[src/rtl/pc_unit.sv]
// Program counter stage: boot cycle, stall, one-cycle flush after taken branches.
// Optional return-address stack enabled by defining PC_RAS_EN.
module pc_unit #(
  parameter int Psize     = 6,
  parameter int RESET_VEC = 0,
  parameter int RAS_DEPTH = 4
) (
  input  logic             clk,
  input  logic             reset_n,
  input  logic             PCincr,
  input  logic             PCabsbranch,
  input  logic             PCrelbranch,
  input  logic [Psize-1:0] Branchaddr,
  input  logic             stall,
  input  logic             call,
  input  logic             ret,
  output logic [Psize-1:0] PCout,
  output logic             fetch_valid,
  output logic             flush,
  output logic             ras_err
);

  localparam logic [Psize-1:0] RST_PC = RESET_VEC[Psize-1:0];
  localparam logic [Psize-1:0] PC_ONE = {{(Psize-1){1'b0}}, 1'b1};

  typedef enum logic [1:0] {BOOT, RUN, STALL} state_t;

  state_t           state_q;
  logic [Psize-1:0] pc_q, pc_d;
  logic             fv_q, flush_q;
  logic             taken_d;
  logic             advance;

  // Controls are honoured on any non-boot edge where stall is low.
  assign advance = (state_q != BOOT) && !stall;

`ifdef PC_RAS_EN
  localparam int SPW = $clog2(RAS_DEPTH);
  localparam logic [SPW-1:0] SP_ONE   = {{(SPW-1){1'b0}}, 1'b1};
  localparam logic [SPW:0]   CNT_ONE  = {{SPW{1'b0}}, 1'b1};
  localparam logic [SPW:0]   CNT_FULL = RAS_DEPTH[SPW:0];

  logic [Psize-1:0] stack_q [RAS_DEPTH];
  logic [SPW-1:0]   sp_q, sp_dec;
  logic [SPW:0]     cnt_q;
  logic             err_q;
  logic             push_d, pop_d, uflow_d;

  assign sp_dec = sp_q - SP_ONE;
`endif

  always_comb begin
    pc_d    = pc_q;
    taken_d = 1'b0;
`ifdef PC_RAS_EN
    push_d  = 1'b0;
    pop_d   = 1'b0;
    uflow_d = 1'b0;
    if (ret) begin
      taken_d = 1'b1;
      if (cnt_q == '0) begin
        pc_d    = RST_PC;
        uflow_d = 1'b1;
      end else begin
        pc_d  = stack_q[sp_dec];
        pop_d = 1'b1;
      end
    end else if (call) begin
      taken_d = 1'b1;
      push_d  = 1'b1;
      pc_d    = Branchaddr;
    end
`else
    if (call) begin
      taken_d = 1'b1;
      pc_d    = Branchaddr;
    end
`endif
    else if (PCabsbranch) begin
      taken_d = 1'b1;
      pc_d    = Branchaddr;
    end else if (PCrelbranch) begin
      // Same-width add is the sign-extended add modulo 2^Psize.
      taken_d = 1'b1;
      pc_d    = pc_q + Branchaddr;
    end else if (PCincr) begin
      pc_d = pc_q + PC_ONE;
    end
  end

  always_ff @(posedge clk or negedge reset_n) begin
    if (!reset_n) begin
      state_q <= BOOT;
      pc_q    <= RST_PC;
      fv_q    <= 1'b0;
      flush_q <= 1'b0;
    end else begin
      case (state_q)
        BOOT: begin
          state_q <= RUN;
          fv_q    <= 1'b1;
          flush_q <= 1'b0;
        end
        RUN, STALL: begin
          if (stall) begin
            state_q <= STALL;
            flush_q <= 1'b0;
          end else begin
            state_q <= RUN;
            pc_q    <= pc_d;
            flush_q <= taken_d;
          end
        end
        default: begin
          state_q <= BOOT;
          flush_q <= 1'b0;
        end
      endcase
    end
  end

`ifdef PC_RAS_EN
  // Circular stack: a push when full overwrites the oldest entry.
  always_ff @(posedge clk or negedge reset_n) begin
    if (!reset_n) begin
      sp_q  <= '0;
      cnt_q <= '0;
      err_q <= 1'b0;
      for (int i = 0; i < RAS_DEPTH; i++) stack_q[i] <= '0;
    end else if (advance) begin
      if (push_d) begin
        stack_q[sp_q] <= pc_q + PC_ONE;
        sp_q          <= sp_q + SP_ONE;
        if (cnt_q != CNT_FULL) cnt_q <= cnt_q + CNT_ONE;
      end else if (pop_d) begin
        sp_q  <= sp_dec;
        cnt_q <= cnt_q - CNT_ONE;
      end
      if (uflow_d) err_q <= 1'b1;
    end
  end

  assign ras_err = err_q;
`else
  logic unused_ret;
  assign unused_ret = ret;
  assign ras_err    = 1'b0;
`endif

  assign PCout       = pc_q;
  assign fetch_valid = fv_q;
  assign flush       = flush_q;

endmodule

[config.mk]
export PLATFORM = sky130hd
export DESIGN_NAME = pc_unit
export DESIGN_NICKNAME = d
export VERILOG_FILES = /design/src/rtl/pc_unit.sv
export SDC_FILE = /design/constraint.sdc
export NUM_CORES = 1
export LEC_CHECK = 0
export CORE_MARGIN = 2
export CORE_UTILIZATION = 43
export CTS_BUF_LIST = sky130_fd_sc_hd__clkbuf_8
export DETAILED_ROUTE_END_ITERATION = 8
export GPL_ROUTABILITY_DRIVEN = 0
export MAX_ROUTING_LAYER = met4
export PLACE_DENSITY = 0.76
export REMOVE_ABC_BUFFERS = 1
export SYNTH_ARGS = -nofsm -noshare
export SYNTH_HDL_FRONTEND = slang
export SYNTH_SLANG_ARGS = --single-unit
[constraint.sdc]
create_clock -name clk -period 1.78 [get_ports clk]
set_clock_uncertainty 0.15 [all_clocks]
set_input_delay 0.178 -clock clk [delete_from_list [all_inputs] [get_ports clk]]
set_output_delay 0.178 -clock clk [all_outputs]
set_load 0.02 [all_outputs]
Word level (Yosys, flattened, before mapping):

Cells that the tools add are included.

* register bits: 10
* latch bits: 0
* bits in writable memories: 0
* bits in read-only memories: 0
* input bits: 14
* output and inout port bits: 9
* logic and storage cells: 24
* memories kept: 0

* add/sub/neg operators: 2
* multiply operators: 0
* divide/modulo/power cells: 0
* magnitude comparators: 0
* equal/unequal tests: 2
* shift operators: 0
* muxes and demuxes: 11
* bitwise logic cells: 1
* reductions and logical operators: 4

Operators with widths (count)
* $mux W6: 4
* $add A6 B1 Y6 const B: 1
* $add A6 B6 Y6: 1
* $mux W1: 5
* $pmux W2 S2: 1
* $reduce_bool A4 Y1: 1
* $reduce_and A3 Y1: 1
* $eq A2 B1 Y1 const B: 1
* $eq A2 B2 Y1 const B: 1
* $logic_not A2 Y1: 1
* $mux W2: 1
* $reduce_or A2 Y1: 1
* $not A1 Y1: 1

Longest topological paths before layout:

* depth in word-level cells: 5
* mapped depth: 10
* gate-level depth less buffers: 9

Worst setup path before layout:

No wires, ideal clock.

* kind: reg2reg
* start point: register pc_q[0] (netlist: PCout[0])
* end point: register pc_q[4] (netlist: PCout[4])
* arrival time: 1909 ps
* data required time: 1542 ps
* path slack: -367 ps
* stages on the path, launching flop included: 9
* path buffers: 0
* period minus slack after synthesis: 2147 ps
* path through: dfrtp_1 > ha_1 > inv_1 > fa_1 > and2b_1 > o21a_1 > nor2_1 > or3_1 > a41oi_1

* word-level cells in the longest chain between the ends: 5

Ends and longest elaborated chain
* from (decl): RTL line 29 `logic [Psize-1:0] pc_q, pc_d;`
* from (signal assigned): RTL line 110 `pc_q <= pc_d;`
* $add A6 B1 Y6: RTL line 87 `pc_d = pc_q + PC_ONE;`
* $mux W6: RTL line 86 `end else if (PCincr) begin`
* $mux W6 (*): RTL line 82 `end else if (PCrelbranch) begin`
* $mux W6 (*): RTL line 79 `else if (PCabsbranch) begin`
* $mux W6 (*): RTL line 74 `if (call) begin`

Mark *: on every way between the ends. The rest lies on a longest branch, timed or not. The select of a mux whose other input is x is not followed.
A chain may end at the register's enable or synchronous reset.

Worst setup path in the final report:

Same ends and word-level chain as after synthesis.

==> summary.md <==
| Metric | Value |
|---|---|
| Seq cells post-synth | 10 |
| Die Wd | approximately 46 um |
| Max Root-Sink Buffers | 2 |
| Remaining Overflow, GRT | 0 |
| RSZ-0062 raised after global routing | yes |
| PD cells | approximately 1600 nW/um2 |
| Largest net degree at the start of global routing | 12 |
| Clock latency on the worst-skew pair | roughly 0.23 ns |
| Clk sink count | 10 |
| Comb power frac | about two thirds |
| Seq/Total Area, Yosys | about a third |
| Clock Pin Slew Worst Setup and Hold Paths | roughly 0.05 ns |
| Max Clk Rate | just over 500 MHz |
| Yosys top cell area share | about a third |
| Fraction of layout cells with a size suffix above 1 | between 30% and 40% |
| Worst Path Max Fanout | 2 |
| Critical Path End Type | register |
| ANT nets after route | 0 |
| Total track usage | 23.7% |
| Int Power | between 1000 and 1500 uW |
| Top Ports | 23 |
| Data required, critical path | around 1.8 ns |
| Htree depth | 1 |
| First-pass GRT wire length | about 3.3 mm |
| Drt first pass iters | 4 |
| Synth cell count leaders | nor2_1, dfrtp_1, a21oi_1, ha_1 |
| Final period util | 111% |
| DR iter-0 viols | 11 |
| Die H | between 40 and 50 um |
| Remaining DRCs | 0 |
| Startpoint type of the worst setup path | register |
| Post-synth EDFFs | 0 |
| Post-route setup slack | -0.200 ns |
| Final Util | about four fifths |
| Post-DR vias/cell | 5.51 |
| Setup CP Type | register to register |
| Final Hold Fails | 0 |
| Most numerous cell in the Yosys netlist | nor2_1 |
| Failing checks | negative setup slack |
| Min Clock Period, post-route | roughly 2.0 ns |
| Die area | roughly 2100 um2 |
| Max VDD drop | 1100 uV |
| CTS tree | built |
| Cell Count Post-Placement | 135 |
| YS warnings | 0 |
| Hold Slack | 0.120 ns |
| Total wire length | ~2.3 mm |
| Area grow syn2layout | 75.7% |
| Routed WL per cell | between 15 and 20 um |
| Final setup viols | 3 |
| Core ar. | 1690 um2 |
| CP Data Arrival Time | just under 2 ns |
| Diodes inserted | 0 |
| Max cap viols | 0 |
| Starting Density | 44.6% |
| Total CTS buffers | 3 |
| Root Buffer | clkbuf_8 |
| Switching power | 803 uW |
| Most used DFF post-synth | dfrtp_1 |
| # rows | 15 |
| PortBufs | 20 |
| Synth unique cells | 37 |
| Status | finished with violations |
| Clk network pwr share | a little over an eighth |
| Number of global-route vias before repair | 757 |
| Switching portion of total power | between 30% and 40% |
| Initial antenna violation count | 0 |
| Avg Inst Size Synth | slightly below 9 um2 |
| Post-synthesis cell area | 753 um2 |
| Async SR Flop Fraction | 100% |
| Count of mapped cells out of synthesis | 87 |
| Area leader, netlist | dfrtp_1 |
| Leak Pwr | 0.000586 uW |
| Layout Cells excl Fill | around 150 |
| Sequential Power Share | between 20% and 30% |
| Slew Limit Fails | 0 |
| Post-DP HPWL | about 1.5 mm |
| Hold WC Path Type | input pin to async pin |
| Vias | slightly above 800 |
| Synth area leaders | dfrtp_1, ha_1, nor2_1 |
| Final nets | 153 |
==> layer usage <==
metal / vias up / share of wire [%] / track usage [%]
li1: 392 / - / -
met1: 388 / 42 / 29.3
met2: 23 / 51 / 35.6
met3: 7 / 3.9 / 6.35
met4: 0 / 3.0 / 10.9
met5: - / 0 / -
==> worst paths after layout <==
kind / from / end / slack, ns / depth (start not counted)
max: PCout[0] / PCout[4] / -0.20 / 8
min: reset_n / PCout[4] / 0.12 / 1
max reg2reg: PCout[0] / PCout[4] / -0.20 / 8
min reg2reg: fetch_valid / fetch_valid / 0.32 / 1
max in group asynchronous: reset_n / PCout[5] / 1.03 / 1
min in group clk: Branchaddr[0] / PCout[0] / 0.22 / 3
==> worst max-delay path, stage by stage (launching register included) <==
cell,delay (ns)
dfrtp_1,0.39
ha_4,0.15
inv_2,0.03
fa_2,0.33
and2b_1,0.23
o21a_1,0.12
nor2_1,0.04
or3_1,0.32
a41oi_2,0.14
==> repair_timing <==
item                                    4_1_cts  5_1_grt
hold buffers                                  0        0
pin swaps                                     9        8
gates resized for setup                      19       11
setup buffers                                 4        5
endpoints found under the setup margin        4        5
==> power groups by stage <==
| stage | sequential [uW] | combinational, uW | clock, uW |
|---|---|---|---|
| CTS | 413 | 1180 | 291 |
| detailed placement | 404 | 1020 | 0 |
| global placement | 400 | 994 | 0 |
| floorplan | 501 | 461 | 0 |
| global route | 443 | 1480 | 305 |
| finish | 433 | 1360 | 282 |
==> placed cells by master (no fill, tap or decap), types with 2 or more instances in the layout <==
master	Yosys	final
ha_1	7	3
clkdlybuf4s50_1	0	16
nor2b_1	2	2
ha_4	0	4
buf_4	1	22
and2_1	3	3
nand3_1	3	2
dlygate4sd2_1	0	2
inv_1	5	4
nand3b_1	2	2
and2b_1	2	2
clkbuf_8	0	4
nor2_1	12	12
nand2_1	5	4
o21a_1	2	2
a21oi_1	7	6
dfrtp_1	10	10
==> flip-flops by register name, indices dropped and copies added, names as in the netlist <==
register,cells
PCout,6
fetch_valid,1
state_q,2
flush,1
==> kinds of logic (layout without fill, tap and decap cells) <==
kind of cell | count (synthesis) | after routing | synth area share [%]
adder cells (fa/ha/maj) | 8 | 8 | 14.3
flip-flops | 10 | 10 | 33.2
buffers and inverters | 9 | 52 | 5.15
AND/OR/NAND/NOR | 37 | 37 | 26.2
other | 1 | 1 | 0.498
AO/OA/AOI/OAI | 21 | 21 | 19.1
multiplexers | 1 | 1 | 1.49
==> cell type report <==
cell class                 count  area, um2
tap                           17       21.3
inverter                       5       18.8
multi-input combinational     68        601
sequential                    10        250
fill                         116        365
timing repair buffer          43        378
clock buffer                   4       55.1
==> through the flow <==
step	worst slack, ns	power (uW)	area (um2)	TNS, ns
detailed placement	-0.706	1420	1070	-2.38
global route	-0.275	2230	1320	-0.731
finish	-0.200	2080	1320	-0.555
global placement	-0.628	1390	1070	-2.23
floorplan	-0.367	962	733	-0.553
CTS	-0.190	1890	1220	-0.390
No activity file was read; power rests on OpenSTA's default activity.
